File: src/rtl/rs_issue_select_pkg.sv
// Shared sizing, index type and wrap-around helpers for the RS issue-select slice.
package rs_issue_select_pkg;

  localparam int RS_ENTRIES     = 8;
  localparam int RS_IDX_W       = $clog2(RS_ENTRIES);
  localparam int FU_LATENCY_DEF = 2;

  typedef logic [RS_IDX_W-1:0] rs_idx_t;

  // Modular add for indices already below n; avoids a general modulo operator.
  function automatic int wrap_add(input int a, input int b, input int n);
    int s;
    s = a + b;
    if (s >= n) begin
      s = s - n;
    end else begin
      s = s;
    end
    return s;
  endfunction

endpackage

File: src/rtl/rs_issue_select_rr_arbiter.sv
// Combinational round-robin picker: first set request at or after ptr, ascending with wrap.
module rs_issue_select_rr_arbiter
  import rs_issue_select_pkg::*;
#(
  parameter int N = RS_ENTRIES
) (
  input  logic [N-1:0]         req,
  input  logic [$clog2(N)-1:0] ptr,
  output logic [N-1:0]         gnt_oh,
  output logic [$clog2(N)-1:0] gnt_idx,
  output logic                 any
);

  localparam int W = $clog2(N);

  logic [W-1:0] cand_s;

  // Rotating priority scan; the first hit from ptr upward wins.
  always_comb begin
    gnt_oh  = '0;
    gnt_idx = '0;
    any     = 1'b0;
    cand_s  = '0;
    for (int i = 0; i < N; i++) begin
      cand_s = W'(wrap_add(int'(ptr), i, N));
      if (!any && req[cand_s]) begin
        any     = 1'b1;
        gnt_idx = cand_s;
      end else begin
        any = any;
      end
    end
    if (any) begin
      gnt_oh[gnt_idx] = 1'b1;
    end else begin
      gnt_oh = '0;
    end
  end

endmodule

File: src/rtl/rs_issue_select.sv
// Single-FU issue select: round-robin pick from ready RS entries, issue register
// with back-pressure, and a fixed-latency wakeup broadcast pipeline.
module rs_issue_select #(
  parameter int RS_ENTRIES = rs_issue_select_pkg::RS_ENTRIES,
  parameter int FU_LATENCY = rs_issue_select_pkg::FU_LATENCY_DEF
) (
  input  logic                          clk,
  input  logic                          rst_n,
  input  logic [RS_ENTRIES-1:0]         reqs,
  input  logic                          flush,
  input  logic                          fu_ready,
  output logic [RS_ENTRIES-1:0]         grant_oh,
  output logic                          issue_valid,
  output logic [$clog2(RS_ENTRIES)-1:0] issue_idx,
  output logic                          wakeup_valid,
  output logic [RS_ENTRIES-1:0]         wakeup_oh
);

  import rs_issue_select_pkg::*;

  localparam int IDX_W = $clog2(RS_ENTRIES);

  logic                  issue_valid_q, issue_valid_d;
  logic [IDX_W-1:0]      issue_idx_q, issue_idx_d;
  logic [IDX_W-1:0]      rr_ptr_q, rr_ptr_d;
  logic [FU_LATENCY-1:0] wv_q, wv_d;
  logic [IDX_W-1:0]      wi_q [FU_LATENCY];
  logic [IDX_W-1:0]      wi_d [FU_LATENCY];

  logic [RS_ENTRIES-1:0] held_oh_s, eligible_s, win_oh_s;
  logic [IDX_W-1:0]      win_idx_s;
  logic                  win_any_s, fire_s, load_s;

  // The entry sitting in the issue register must not be picked again.
  always_comb begin
    held_oh_s = '0;
    if (issue_valid_q) begin
      held_oh_s[issue_idx_q] = 1'b1;
    end else begin
      held_oh_s = '0;
    end
  end

  assign eligible_s = reqs & ~held_oh_s;

  rs_issue_select_rr_arbiter #(.N(RS_ENTRIES)) u_arb (
    .req     (eligible_s),
    .ptr     (rr_ptr_q),
    .gnt_oh  (win_oh_s),
    .gnt_idx (win_idx_s),
    .any     (win_any_s)
  );

  assign fire_s = issue_valid_q & fu_ready;
  assign load_s = ~flush & win_any_s & (~issue_valid_q | fu_ready);

  // Grant is combinational so the RS frees the entry on the same edge it is loaded here.
  always_comb begin
    if (load_s && rst_n) begin
      grant_oh = win_oh_s;
    end else begin
      grant_oh = '0;
    end
  end

  // Issue register and pointer next state; flush dominates, then load, then drain on fire.
  always_comb begin
    issue_valid_d = issue_valid_q;
    issue_idx_d   = issue_idx_q;
    rr_ptr_d      = rr_ptr_q;
    if (flush) begin
      issue_valid_d = 1'b0;
      rr_ptr_d      = '0;
    end else if (load_s) begin
      issue_valid_d = 1'b1;
      issue_idx_d   = win_idx_s;
      rr_ptr_d      = IDX_W'(wrap_add(int'(win_idx_s), 1, RS_ENTRIES));
    end else if (fire_s) begin
      issue_valid_d = 1'b0;
    end else begin
      issue_valid_d = issue_valid_q;
    end
  end

  // Wakeup shift register advances every cycle; a flush empties it and drops this cycle's fire.
  always_comb begin
    wv_d = '0;
    for (int s = 0; s < FU_LATENCY; s++) begin
      wi_d[s] = wi_q[s];
    end
    if (flush) begin
      wv_d = '0;
    end else begin
      wv_d[0] = fire_s;
      wi_d[0] = issue_idx_q;
      for (int s = 1; s < FU_LATENCY; s++) begin
        wv_d[s] = wv_q[s-1];
        wi_d[s] = wi_q[s-1];
      end
    end
  end

  // State registers.
  always_ff @(posedge clk or negedge rst_n) begin
    if (!rst_n) begin
      issue_valid_q <= 1'b0;
      issue_idx_q   <= '0;
      rr_ptr_q      <= '0;
      wv_q          <= '0;
      for (int s = 0; s < FU_LATENCY; s++) begin
        wi_q[s] <= '0;
      end
    end else begin
      issue_valid_q <= issue_valid_d;
      issue_idx_q   <= issue_idx_d;
      rr_ptr_q      <= rr_ptr_d;
      wv_q          <= wv_d;
      for (int s = 0; s < FU_LATENCY; s++) begin
        wi_q[s] <= wi_d[s];
      end
    end
  end

  assign issue_valid  = issue_valid_q;
  assign issue_idx    = issue_idx_q;
  assign wakeup_valid = wv_q[FU_LATENCY-1];

  // Decode the last wakeup stage; all-zero when it is empty.
  always_comb begin
    wakeup_oh = '0;
    if (wv_q[FU_LATENCY-1]) begin
      wakeup_oh[wi_q[FU_LATENCY-1]] = 1'b1;
    end else begin
      wakeup_oh = '0;
    end
  end

endmodule
File: config.mk
export PLATFORM = sky130hd
export DESIGN_NAME = rs_issue_select
export DESIGN_NICKNAME = d
export VERILOG_FILES = /design/src/rtl/rs_issue_select_pkg.sv /design/src/rtl/rs_issue_select_rr_arbiter.sv /design/src/rtl/rs_issue_select.sv
export SDC_FILE = /design/constraint.sdc
export NUM_CORES = 1
export LEC_CHECK = 0
export ABC_CLOCK_PERIOD_IN_PS = 4400
export CAP_MARGIN = 10
export CELL_PAD_IN_SITES_DETAIL_PLACEMENT = 1
export CELL_PAD_IN_SITES_GLOBAL_PLACEMENT = 2
export CORE_MARGIN = 2
export CORE_UTILIZATION = 33
export CTS_CLUSTER_SIZE = 25
export DETAILED_ROUTE_END_ITERATION = 8
export HOLD_SLACK_MARGIN = 0.08
export PLACE_DENSITY_LB_ADDON = 0.1
export SKIP_LAST_GASP = 1
export SLEW_MARGIN = 20
export SYNTH_ARGS = -nofsm -noshare
export SYNTH_HDL_FRONTEND = slang
export SYNTH_HIERARCHICAL = 1
export SYNTH_SLANG_ARGS = --single-unit
File: constraint.sdc
create_clock -name clk -period 4.4 [get_ports clk]
set_input_delay 0.44 -clock clk [delete_from_list [all_inputs] [get_ports clk]]
set_output_delay 0.44 -clock clk [all_outputs]
set_load 0.01 [all_outputs]
======== After elaboration in Yosys (flattened, before gate mapping) ========
Cells that the tools add are included.
word-level totals
  flip-flop bits (word level) ............. 15
  word-level logic and storage cells ...... 132
cells by class
  add/sub/neg operators ................... 17
  magnitude comparators ................... 23
  mux-type cells .......................... 57
  bitwise gates (word level) .............. 8
  reduce and logical (&&, ||, !) cells .... 21
operators by type and width
  cell                   number
  $mux W3                19
  $lt A3 B4 Y1 const B   11
  $ge A4 B4 Y1 const B   8
  $mux W8                4
  $sub A3 B1 Y3 const B  9
  $bmux W1 S3            8
  $mux W1                22
  $add A3 B3 Y4 const B  4
  $logic_and A1 B1 Y1    11
  $demux W1 S3           3
  $ge A3 B1 Y1 const B   3
  $add A3 B1 Y4 const B  2
  $add A3 B2 Y4 const B  2
  $and A8 B8 Y8          1
  $not A8 Y8             1
  $logic_not A1 Y1       7
  $ge A3 B4 Y1 const B   1
  $and A1 B1 Y1          3
  $reduce_bool A3 Y1     1
  $mux W2                1
  $not A1 Y1             2
  $reduce_and A2 Y1      1
  $reduce_bool A2 Y1     1
  $or A1 B1 Y1           1

======== Depth between registers and ports, before layout ========
  depth in word-level cells ............... 37
  gate-level depth with buffers ........... 12
  depth with buffers taken out ............ 10

======== Modules after synthesis ========
Netlist, hierarchy kept.
modules (own cells, without submodules)
  module                      instances  cells each  area an instance (µm²)  sequential area each (µm²)
  rs_issue_select_rr_arbiter  1          104         1014.7                  0.0
  rs_issue_select             1          77          812.0                   375.4

======== Worst setup path after synthesis ========
No wires, ideal clock.
  path type ............................... flip-flop to output port
  start ................................... register rr_ptr_q[0]
  end ..................................... output port grant_oh[4]
  arrival ................................. 3.195 ns
  required time ........................... 3.960 ns
  path slack .............................. 0.765 ns
  stages on the path, launching flop included .. 13
  path buffers ............................ 2
  path through ............................ dfrtp_1 buf_6 inv_2 ha_1 buf_6 mux4_2 mux2i_4 o32ai_2 a222oi_1 o211ai_2 or3b_1 nor2b_1 and3_1
between the ends
  word-level cells in the longest chain between the ends .. 32
  elaborated cells between the ends (all ways) .. 87
  those cells by class .................... add/sub (15); order compare (10); mux (44); bitwise (2); reduce/logical (16)
RTL lines
  what                                                                    line                              text
  start: declaration                                                      rs_issue_select.sv:25             logic [IDX_W-1:0] rr_ptr_q, rr_ptr_d;
  start signal: assignment                                                rs_issue_select.sv:116            rr_ptr_q <= rr_ptr_d;
  parallel branches: the longest is 25 deep, another holds $add A3 B1 Y4  -
  $mux W3 *                                                               rs_issue_select_rr_arbiter.sv:26  if (!any && req[cand_s]) begin
  net win_idx_s[1]                                                        rs_issue_select.sv:31             logic [IDX_W-1:0] win_idx_s;
  $lt A3 B4 Y1 (implied by the code) or $ge A3 B1 Y1 (tied branches)      rs_issue_select_rr_arbiter.sv:34  gnt_oh[gnt_idx] = 1'b1;
  $logic_and A1 B1 Y1 (implied by the code)                               rs_issue_select_rr_arbiter.sv:34
  $mux W1 (implied by the code)                                           rs_issue_select_rr_arbiter.sv:34
  $demux W1 S3 *                                                          -
  $mux W8 *                                                               rs_issue_select_rr_arbiter.sv:33  if (any) begin
  net win_oh_s[4]                                                         rs_issue_select.sv:30             logic [RS_ENTRIES-1:0] held_oh_s, eligible_s, win_oh_s;
  $mux W8 *                                                               rs_issue_select.sv:59             if (load_s && rst_n) begin
  end: declaration                                                        rs_issue_select.sv:12             output logic [RS_ENTRIES-1:0] grant_oh,
Mark *: on every way through the listed nets, which the timed path passes. The select of a mux whose other input is x is not followed.

======== Worst setup path after layout ========
  start ................................... register issue_valid_q, in the netlist issue_valid
  end ..................................... output port grant_oh[0]
between the ends
  word-level cells in the longest chain between the ends .. 33
  elaborated cells between the ends (all ways) .. 61
  those cells by class .................... order compare (2); mux (37); bitwise (6); reduce/logical (16)
RTL lines
  what                                                                line                              text
  start: declaration                                                  rs_issue_select.sv:23             logic issue_valid_q, issue_valid_d;
  start signal: assignment                                            rs_issue_select.sv:114            issue_valid_q <= issue_valid_d;
  $mux W8 *                                                           rs_issue_select.sv:37             if (issue_valid_q) begin
  $not A8 Y8 *                                                        rs_issue_select.sv:44             assign eligible_s = reqs & ~held_oh_s;
  $and A8 B8 Y8 *                                                     rs_issue_select.sv:44
  net eligible_s[0]                                                   rs_issue_select.sv:30
  $bmux W1 S3                                                         rs_issue_select_rr_arbiter.sv:26
  $mux W1 (implied by the code)                                       rs_issue_select_rr_arbiter.sv:26
  $mux W1                                                             rs_issue_select_rr_arbiter.sv:26
  $logic_not A1 Y1                                                    rs_issue_select_rr_arbiter.sv:26
  [... 20 more ...]                                                   -
  net win_idx_s[1]                                                    rs_issue_select.sv:31
  $lt A3 B4 Y1 (implied by the code) or $ge A3 B1 Y1 (tied branches)  rs_issue_select_rr_arbiter.sv:34
  $logic_and A1 B1 Y1 (implied by the code)                           rs_issue_select_rr_arbiter.sv:34
  $mux W1 (implied by the code)                                       rs_issue_select_rr_arbiter.sv:34
  $demux W1 S3 *                                                      -
  $mux W8 *                                                           rs_issue_select_rr_arbiter.sv:33
  net win_oh_s[0]                                                     rs_issue_select.sv:30
  $mux W8 *                                                           rs_issue_select.sv:59
The timed path passes the listed nets; every way through them passes the cells marked *. The select of a mux whose other input is x is not followed.

==> metrics.cfg <==
[run_status]
status=finished with violations
violations=setup timing

[routing]
finalWirelength_mm=5.45
ant_nets=0
drtIter0Drc=85
wl_per_cell_um=17.9
drc_errors=0
num_vias=1736
via_per_inst=5.69
drt-pass1-iter-count=4

[min_path]
hold_path_end=wv_q[1]
min_path_cells=1
min_path_type=reg -> reg
hold_start=wv_q[0]

[die]
start_util_pct=33.6
fp-row-count=27
dieArea_um2=6150
core-area_um2=5440
die_w_um=78.4
num_io_pins=33
die_y_um=78.4

[setup_path]
timing.rr.start=issue_valid
cp_max_fo=7
cp-end-kind=primary output
r2r_cells=12
arrival_ns=3.98
required_ns=3.96
worst_setup_path_start_kind=flop
path_class=reg -> out
r2r_slack_ns=0.93
rr_endpoint=rr_ptr_q[2]

[clock_tree]
htreeDepth=1
clock_sinks=15
cts_made_buffers=3
root_buffer=clkbuf_8
hold_buffers=0
cts_tree=built
cts.clk_slew.worst_paths_ns=0.06
clk_latency_ns=0.25
clock_path_buffers=2

[synth]
syn-mean-instance-area_um2=10.1
ys_ff_latch=15
ys_seq_area_share_pct=20.5
synth_area_um2=1830
synthCells=181
ys_types=55
async_flop_share_pct=100
syn-num-nets=196
synth_edf_count=0
ys.flop_type=dfrtp_1
yosysWarnings=6
synth_top_area_cell=dfrtp_1
ys_top_cells_by_area=dfrtp_1 21%, mux4_2 16%, mux2_2 8.0%
synth.top_cell.area_share_pct=20.5

[global_route]
antenna_found_initial=0
grt-ovfl-total=0
grt_pass1_wl_mm=9.04
grt_max_degree=24
first_global_vias=1798
grtUsageTotal_pct=18.4

[power]
power_mw=2.13
internal-power_mw=1.15
seq_power_share_pct=11.5
p_leak_nw=1.03
switchingPower_uw=980
irDropWorstVdd_mv=0.295
p_per_area_nw_per_um2=863
power_frac_clock_pct=5.2
swShare_pct=46.1
comb_power_share_pct=83.3

[final_layout]
final_common_cell=clkdlybuf4s50_1
diodes=0
syn_to_final_growth_pct=34.8
final_nets=249
fin_cells=305
drive_gt1_share_pct=31.8
most-common-layout-cells=27 x clkdlybuf4s50_1, 23 x buf_4, 15 x nand2_1

[sta]
max_slew.worst_pin.slew_ns=0.745
rsz0062_at_grt=true
tns_ns=-0.0160
slew_headroom_pct=49.9
setup_slack_ns=-0.0160
setup_viol_count_final=1
fin_crit_sh_pct=100
drv_slew=0
fin_crit_ns=4.42
fin_worst_skew_ns=0.00213
max_freq_mhz=226
hold_viol=0

[placement]
dp.final_hpwl_mm=4.26
dpl.cell_count=292
io_buffers=32
gp_congestion=0.917
pre_cts_ws_ns=0.0933

[run]
maxCapViolations=0

-- registers in the layout, summed over array words and instances, names as in the netlist --
register and cells:
issue_valid 1, issue_idx 3, wi_q 6, wv_q 2, rr_ptr_q 3
-- cell type report --
| type | instances | area [um2] |
|---|---|---|
| tap | 72 | 90.1 |
| inverter | 7 | 26.3 |
| clock buffer | 4 | 45.0 |
| sequential | 15 | 377 |
| timing repair buffer | 55 | 498 |
| fill | 624 | 2980 |
| multi-input combinational | 152 | 1430 |
-- power groups by stage --
stage / combinational [mW] / clock [mW] / sequential [mW]
after floorplan: 1.12 / 0 / 0.235
after global placement: 1.53 / 0 / 0.241
after detailed placement: 1.57 / 0 / 0.246
after CTS: 1.70 / 0.116 / 0.245
after global routing: 1.92 / 0.126 / 0.254
final: 1.77 / 0.111 / 0.245
-- per-stage QoR --
| stage | utilization, % | hold WS [ns] | cell area, um2 |
|---|---|---|---|
| final | 45.3 | 0.476 | 2460 |
| after floorplan | - | 0.144 | 1830 |
| after CTS | 44.2 | 0.489 | 2410 |
| after detailed placement | 42.0 | 0.467 | 2280 |
| after global placement | 42.0 | 0.453 | 2280 |
| after global routing | 45.3 | 0.506 | 2460 |
-- cell usage after synthesis, drive strengths merged (2+ instances only) --
cell type,instances
nor3,3
and3,10
nand2,16
nand3,2
mux2i,9
xnor2,3
o31a,6
nor4,2
a21oi,3
ha,3
o21ai,6
inv,7
a211o,2
mux4,14
mux2,14
nor2b,7
dfrtp,15
o21a,2
and2,2
a2bb2oi,2
o211ai,3
buf,6
nand2b,8
nor2,15
-- repair_timing --
item / in CTS / in global routing
cloned: 0 / 0
gates resized for setup: 12 / 9
setup endpoints to repair: 8 / 6
setup buffers: 6 / 3
pin swaps: 7 / 5
-- per-layer routing --
metal / wire length (um) / vias to the layer above / GRT usage (%)
li1: - / 803 / -
met1: 2520 / 882 / 25.1
met2: 2700 / 43 / 31.4
met3: 152 / 8 / 2.64
met4: 74 / 0 / 3.51
met5: 0 / - / 0
-- worst max-delay path by stage --
stage | start | endpoint | slack [ns] | depth (start not counted)
CTS | issue_valid | grant_oh[0] | -0.04 | 11
floorplan | rr_ptr_q[0] | grant_oh[4] | 0.77 | 12
global route | issue_valid | grant_oh[0] | -0.15 | 11
global placement | issue_valid | grant_oh[4] | 0.24 | 11
detailed placement | rr_ptr_q[1] | grant_oh[4] | 0.09 | 11
finish | issue_valid | grant_oh[0] | -0.02 | 11
-- worst max-delay path: stages, from the launching register on --
cell and delay, ns:
dfrtp_1 0.39, or2b_4 0.31, o31a_1 0.37, mux4_2 0.55
mux2_4 0.33, and2_1 0.17, o2111ai_1 0.27, o211ai_2 0.15
or3b_1 0.43, nor2_1 0.09, and3_1 0.15, clkdlybuf4s50_1 0.53
-- cells by family after synthesis --
| kind of cell | after synthesis | synth area share [%] |
|---|---|---|
| compound gates | 38 | 17.7 |
| flops | 15 | 20.5 |
| fa+ha+maj | 3 | 2.06 |
| buf+inv | 14 | 4.66 |
| xor+xnor | 4 | 1.92 |
| mux | 37 | 31.9 |
| simple gates | 70 | 21.2 |
Note: power is estimated with default switching activity, not from simulation.
